--- src/rtl/aes_spi_loader.sv ---
// aes_spi_loader: serial responder loading the AES block and key.
// Ports: clk, rst (async, high); cs_data/cs_key (active-low selects);
// mosi (MSB first); miso_data/miso_key (shift register MSB loopback);
// data_out/key_out (last full words); data_valid/key_valid (1-cycle);
// start (1-cycle, block and key both pending); proto_err (sticky).
module aes_spi_loader #(
    parameter int DATA_W = 128,
    parameter int KEY_W  = 256
) (
    input  logic              clk,
    input  logic              rst,
    input  logic              cs_data,
    input  logic              cs_key,
    input  logic              mosi,
    output logic              miso_data,
    output logic              miso_key,
    output logic [DATA_W-1:0] data_out,
    output logic [KEY_W-1:0]  key_out,
    output logic              data_valid,
    output logic              key_valid,
    output logic              start,
    output logic              proto_err
);

    localparam int DCW = $clog2(DATA_W) + 1;
    localparam int KCW = $clog2(KEY_W) + 1;

    typedef enum logic [1:0] {
        IDLE,
        RX_DATA,
        RX_KEY,
        ERR
    } state_t;

    state_t            state;
    logic [DATA_W-1:0] dsh;
    logic [KEY_W-1:0]  ksh;
    logic [DCW-1:0]    dcnt;
    logic [KCW-1:0]    kcnt;
    logic              dpend;
    logic              kpend;

    logic              both_low;
    logic              sh_d;
    logic              sh_k;
    logic              d_last;
    logic              k_last;
    logic [DATA_W-1:0] dnext;
    logic [KEY_W-1:0]  knext;

    assign both_low = !cs_data && !cs_key;

    // A channel shifts on any edge its select is low, starting with
    // the edge that leaves IDLE; ERR never shifts.
    assign sh_d = !cs_data && cs_key &&
                  (state == IDLE || state == RX_DATA);
    assign sh_k = !cs_key && cs_data &&
                  (state == IDLE || state == RX_KEY);

    assign d_last = (dcnt == DCW'(DATA_W - 1));
    assign k_last = (kcnt == KCW'(KEY_W - 1));
    assign dnext  = {dsh[DATA_W-2:0], mosi};
    assign knext  = {ksh[KEY_W-2:0], mosi};

    assign miso_data = dsh[DATA_W-1];
    assign miso_key  = ksh[KEY_W-1];

    always_ff @(posedge clk or posedge rst) begin
        if (rst) begin
            state      <= IDLE;
            dsh        <= '0;
            ksh        <= '0;
            dcnt       <= '0;
            kcnt       <= '0;
            dpend      <= 1'b0;
            kpend      <= 1'b0;
            data_out   <= '0;
            key_out    <= '0;
            data_valid <= 1'b0;
            key_valid  <= 1'b0;
            start      <= 1'b0;
            proto_err  <= 1'b0;
        end else begin
            data_valid <= 1'b0;
            key_valid  <= 1'b0;
            start      <= 1'b0;

            if (both_low) begin
                state     <= ERR;
                proto_err <= 1'b1;
                dcnt      <= '0;
                kcnt      <= '0;
            end else begin
                unique case (state)
                    IDLE: begin
                        if (!cs_data)
                            state <= RX_DATA;
                        else if (!cs_key)
                            state <= RX_KEY;
                    end
                    RX_DATA: begin
                        // Abort drops the partial word count only.
                        if (cs_data) begin
                            state <= IDLE;
                            dcnt  <= '0;
                        end
                    end
                    RX_KEY: begin
                        if (cs_key) begin
                            state <= IDLE;
                            kcnt  <= '0;
                        end
                    end
                    ERR: begin
                        if (cs_data && cs_key)
                            state <= IDLE;
                    end
                    default: state <= IDLE;
                endcase
            end

            if (sh_d) begin
                dsh <= dnext;
                if (d_last) begin
                    data_out   <= dnext;
                    data_valid <= 1'b1;
                    dcnt       <= '0;
                    if (kpend) begin
                        start <= 1'b1;
                        kpend <= 1'b0;
                        dpend <= 1'b0;
                    end else begin
                        dpend <= 1'b1;
                    end
                end else begin
                    dcnt <= dcnt + DCW'(1);
                end
            end

            if (sh_k) begin
                ksh <= knext;
                if (k_last) begin
                    key_out   <= knext;
                    key_valid <= 1'b1;
                    kcnt      <= '0;
                    if (dpend) begin
                        start <= 1'b1;
                        dpend <= 1'b0;
                        kpend <= 1'b0;
                    end else begin
                        kpend <= 1'b1;
                    end
                end else begin
                    kcnt <= kcnt + KCW'(1);
                end
            end
        end
    end

endmodule

--- config.mk ---
export PLATFORM = sky130hd
export DESIGN_NAME = aes_spi_loader
export DESIGN_NICKNAME = d
export VERILOG_FILES = /design/src/rtl/aes_spi_loader.sv
export SDC_FILE = /design/constraint.sdc
export NUM_CORES = 2
export LEC_CHECK = 0
export CAP_MARGIN = 20
export CORE_MARGIN = 1.5
export CORE_UTILIZATION = 55
export DETAILED_ROUTE_END_ITERATION = 10
export GPL_TIMING_DRIVEN = 0
export MAX_ROUTING_LAYER = met4
export PLACE_DENSITY = 0.81
export REMOVE_ABC_BUFFERS = 1
export SYNTH_ARGS = -nofsm -noshare
export SYNTH_HDL_FRONTEND = slang
export SYNTH_SLANG_ARGS = --single-unit
--- constraint.sdc ---
create_clock -name clk -period 39.7 [get_ports clk]
set_input_delay 11.91 -clock clk [delete_from_list [all_inputs] [get_ports clk]]
set_output_delay 11.91 -clock clk [all_outputs]
set_load 0.02 [all_outputs]
==> metrics <==
run status complete, no violations; Total Die Area ~56,000 sq um; Setup Viol. Count Final 0; CTS tree built; Crit path largest cell delay between 700 and 800 ps; top-level I/O count 395; cell area power density around 45 nW/um^2; overall die width about 240 um; path class of the lowest-slack min-delay path flip-flop to flip-flop; CTS buffer count slightly below 80; pin count of the biggest net entering global routing ~140; Core Area approximately 54,000 sq um; Setup Total Neg Slack 0 ps; slowest stage cell on the critical path sky130_fd_sc_hd__or4_4; crit path buf inv count 4; number of slew-limit violations in the final report 0; hold buffers post-CTS 0; Routed Antenna Nets 0; Clk Tree Root Cell sky130_fd_sc_hd__clkbuf_16; First DRT Iteration DRCs 1,636; CTS H-Tree Depth 3; leakage power summed over all cells a little over 20 nW; endpoint required time on the critical path between 40,000 and 50,000 ps; met3 layer usage reported by global route 0.0470; via count of the first global-routing pass 20,931; fraction of layout cells with a size suffix above 1 0.0797; utilization after layout 0.691; critical path start-end classification input port to flip-flop; GR Overflow Total 0; Most Used Layer, Global Route met2; Resize count post-CTS 0; Post-Synthesis Cells 3,118; largest driver fanout on the critical path between 100 and 150; clock latency of the later-clocked register in the worst-skew pair 610 ps; maximum operating frequency ~66 MHz; Post CTS Setup Buffer Count 0; WP data arrival approximately 16,000 ps; post-route cell area approximately 37,000 sq um; DR pass1 iterations 6; part of the cycle the worst path needs 0.379; Worst setup EP type flip-flop; # nets final ~3,500; Final Hold Viols 0; via count around 22,000; Synth Cell Area approximately 30,000 sq um; unrepaired setup endpoints after global routing false; count of buffers inserted at the top-level ports 394; number of distinct library cells after synthesis just over 40; Slew HR 0.343; slew at the pin closest to its max-slew limit just under 1000 ps; Top Family by Delay on Critical Path buffers and inverters; Post-Syn Area per Cell 9.70 sq um; DRC Markers 0; average detailed-routed wire length per instance 16.5 um; met2 track utilization from global routing 0.397; number of rows in the core area 85; global routing usage on met1 0.338; wire length of the first global-routing pass around 110 mm; Worst-path clk slew 60 ps; ordered cell list for the critical path clkdlybuf4s50_1, ha_1, nand2b_4, or4_4, buf_16, inv_12, buf_16, nand2_1, nand2_1; initial antenna violation count 0; Num Clock Sinks roughly 790; #FFs+latches synth 793; Layout area overhead 23.6%; n_diodes 0; Avg Vias per Cell slightly above 5; RD Place Congestion between 0.7 and 0.8; placement-stage cell area around 35,000 sq um; drt total wl 69.3 mm; sequential-to-total area share from yosys stat 0.656; number of maximum-capacitance constraint violations 0; half-perimeter wire length of the detailed placement result 42.6 mm; startpoint type of the worst setup path input port; vertical extent of the die ~240 um; Max Root-Sink Buffers 3; Setup Skew around 20 ps; minimum clock period roughly 15,000 ps; Peak supply drop 35.4 uV; initial standard-cell utilization of the core 0.559; Yosys warning total 0; GRT Util Overall 0.256
==> cell families (layout without fill, tap and decap cells) <==
group | after synthesis | count (layout) | share of synthesized area
and+or+nand+nor | 1973 | 1973 | 0.248
DFF | 793 | 793 | 0.656
buffers and inverters | 171 | 564 | 0.0349
muxes | 133 | 133 | 0.0493
AOI/OAI and AO/OA | 40 | 40 | 0.00885
adders and majority gates | 8 | 8 | 0.00331
==> sequential cells by signal, summed over array words and instances, names as in the netlist <==
signal,count
data_out,128
data_valid,1
dcnt,8
dpend,1
dsh,128
kcnt,9
key_out,256
key_valid,1
kpend,1
ksh,256
proto_err,1
start,1
state,2
==> cells in the final DEF (no fill, tap or decap), drive strengths merged, types with 6 or more instances in the layout <==
cell type         n
ha                8
nor2b             7
mux2            129
clkinv           17
nand2b            6
inv               6
clkdlybuf4s50   394
a31oi             8
nand3             7
buf              26
nand2          1928
clkbuf          118
a21oi            13
nor2              9
dfrtp           793
==> per-layer routing <==
metal,share of wire,vias up
met5,0,-
met4,0.039,0
met3,0.048,162
met2,0.49,517
met1,0.43,10605
li1,-,10278
==> synth_stat cells, drive strengths merged <==
cell type  instances  area (sq um)
clkbuf            82           308
a21boi             1          7.51
and3               3          18.8
nor4b              2          17.5
nand2           1928          7240
mux2             129          1450
a22oi              1          7.51
nand4              3          18.8
a211o              1          8.76
o21bai             2          15.0
mux2i              4          40.0
o22a               1          8.76
nor3               1          5.00
inv                5          21.3
a22o               3          26.3
o2bb2ai            2          17.5
dfrtp            793         19800
a21oi             13          65.1
nor2               9          33.8
or2                2          12.5
nor2b              7          43.8
a2bb2oi            1          8.76
or4                1          7.51
ha                 8           100
nand3              7          35.0
nand2b             6          37.5
and2               2          12.5
a32o               1          10.0
o21ai              3          15.0
a31oi              8          50.1
o31a               1          8.76
buf               84           727
o311a              1          10.0
and4               2          17.5
o311ai             1          8.76
==> worst register-to-register path, cell delays in order, from the launching register on <==
cell and delay (ps):
sky130_fd_sc_hd__dfrtp_1 490, sky130_fd_sc_hd__nand2b_4 460, sky130_fd_sc_hd__or4_4 790, sky130_fd_sc_hd__buf_16 300
sky130_fd_sc_hd__inv_12 490, sky130_fd_sc_hd__buf_16 440, sky130_fd_sc_hd__nand2_1 320, sky130_fd_sc_hd__nand2_1 90
==> layout make-up <==
type | count | area [sq um]
inverters | 5 | 38.8
clock buffers | 118 | 2440
well taps | 696 | 871
flip-flops and latches | 793 | 19800
fillers | 3852 | 16700
repair buffers | 420 | 4600
multi-input cells | 2154 | 9390
clock inverters | 21 | 199
==> per-stage QoR <==
| step | hold slack (ps) | worst slack [ps] | power [mW] | cells |
|---|---|---|---|---|
| after detailed placement | 457 | 24050 | 0.950 | 4068 |
| after floorplan | 438 | 5520 | 0.906 | 2952 |
| after global placement | 452 | -3300 | 0.934 | 4042 |
| after global routing | 495 | 24420 | 1.75 | 4207 |
| final | 469 | 24640 | 1.69 | 4207 |
| after CTS | 474 | 24710 | 1.70 | 4207 |
==> final timing paths <==
path                              from            to  slack [ps]  depth (start not counted)
min                        key_out[46]   key_out[46]         470                          2
max in group asynchronous          rst       ksh[45]       25730                          5
min in group asynchronous          rst   key_out[29]       11870                          2
max                            cs_data  key_out[213]       24640                          9
max reg2reg                   state[0]  key_out[213]       36260                          7
min reg2reg                key_out[46]   key_out[46]         470                          2
==> where the power goes <==
| group | total [mW] | leakage, nW | switching (mW) | internal (mW) |
|---|---|---|---|---|
| combinational | 0.0987 | 7.91 | 0.0726 | 0.0261 |
| sequential | 0.836 | 11.1 | 0.0138 | 0.822 |
| clock | 0.751 | 1.32 | 0.307 | 0.444 |
Power figures use the tool's default switching activity.
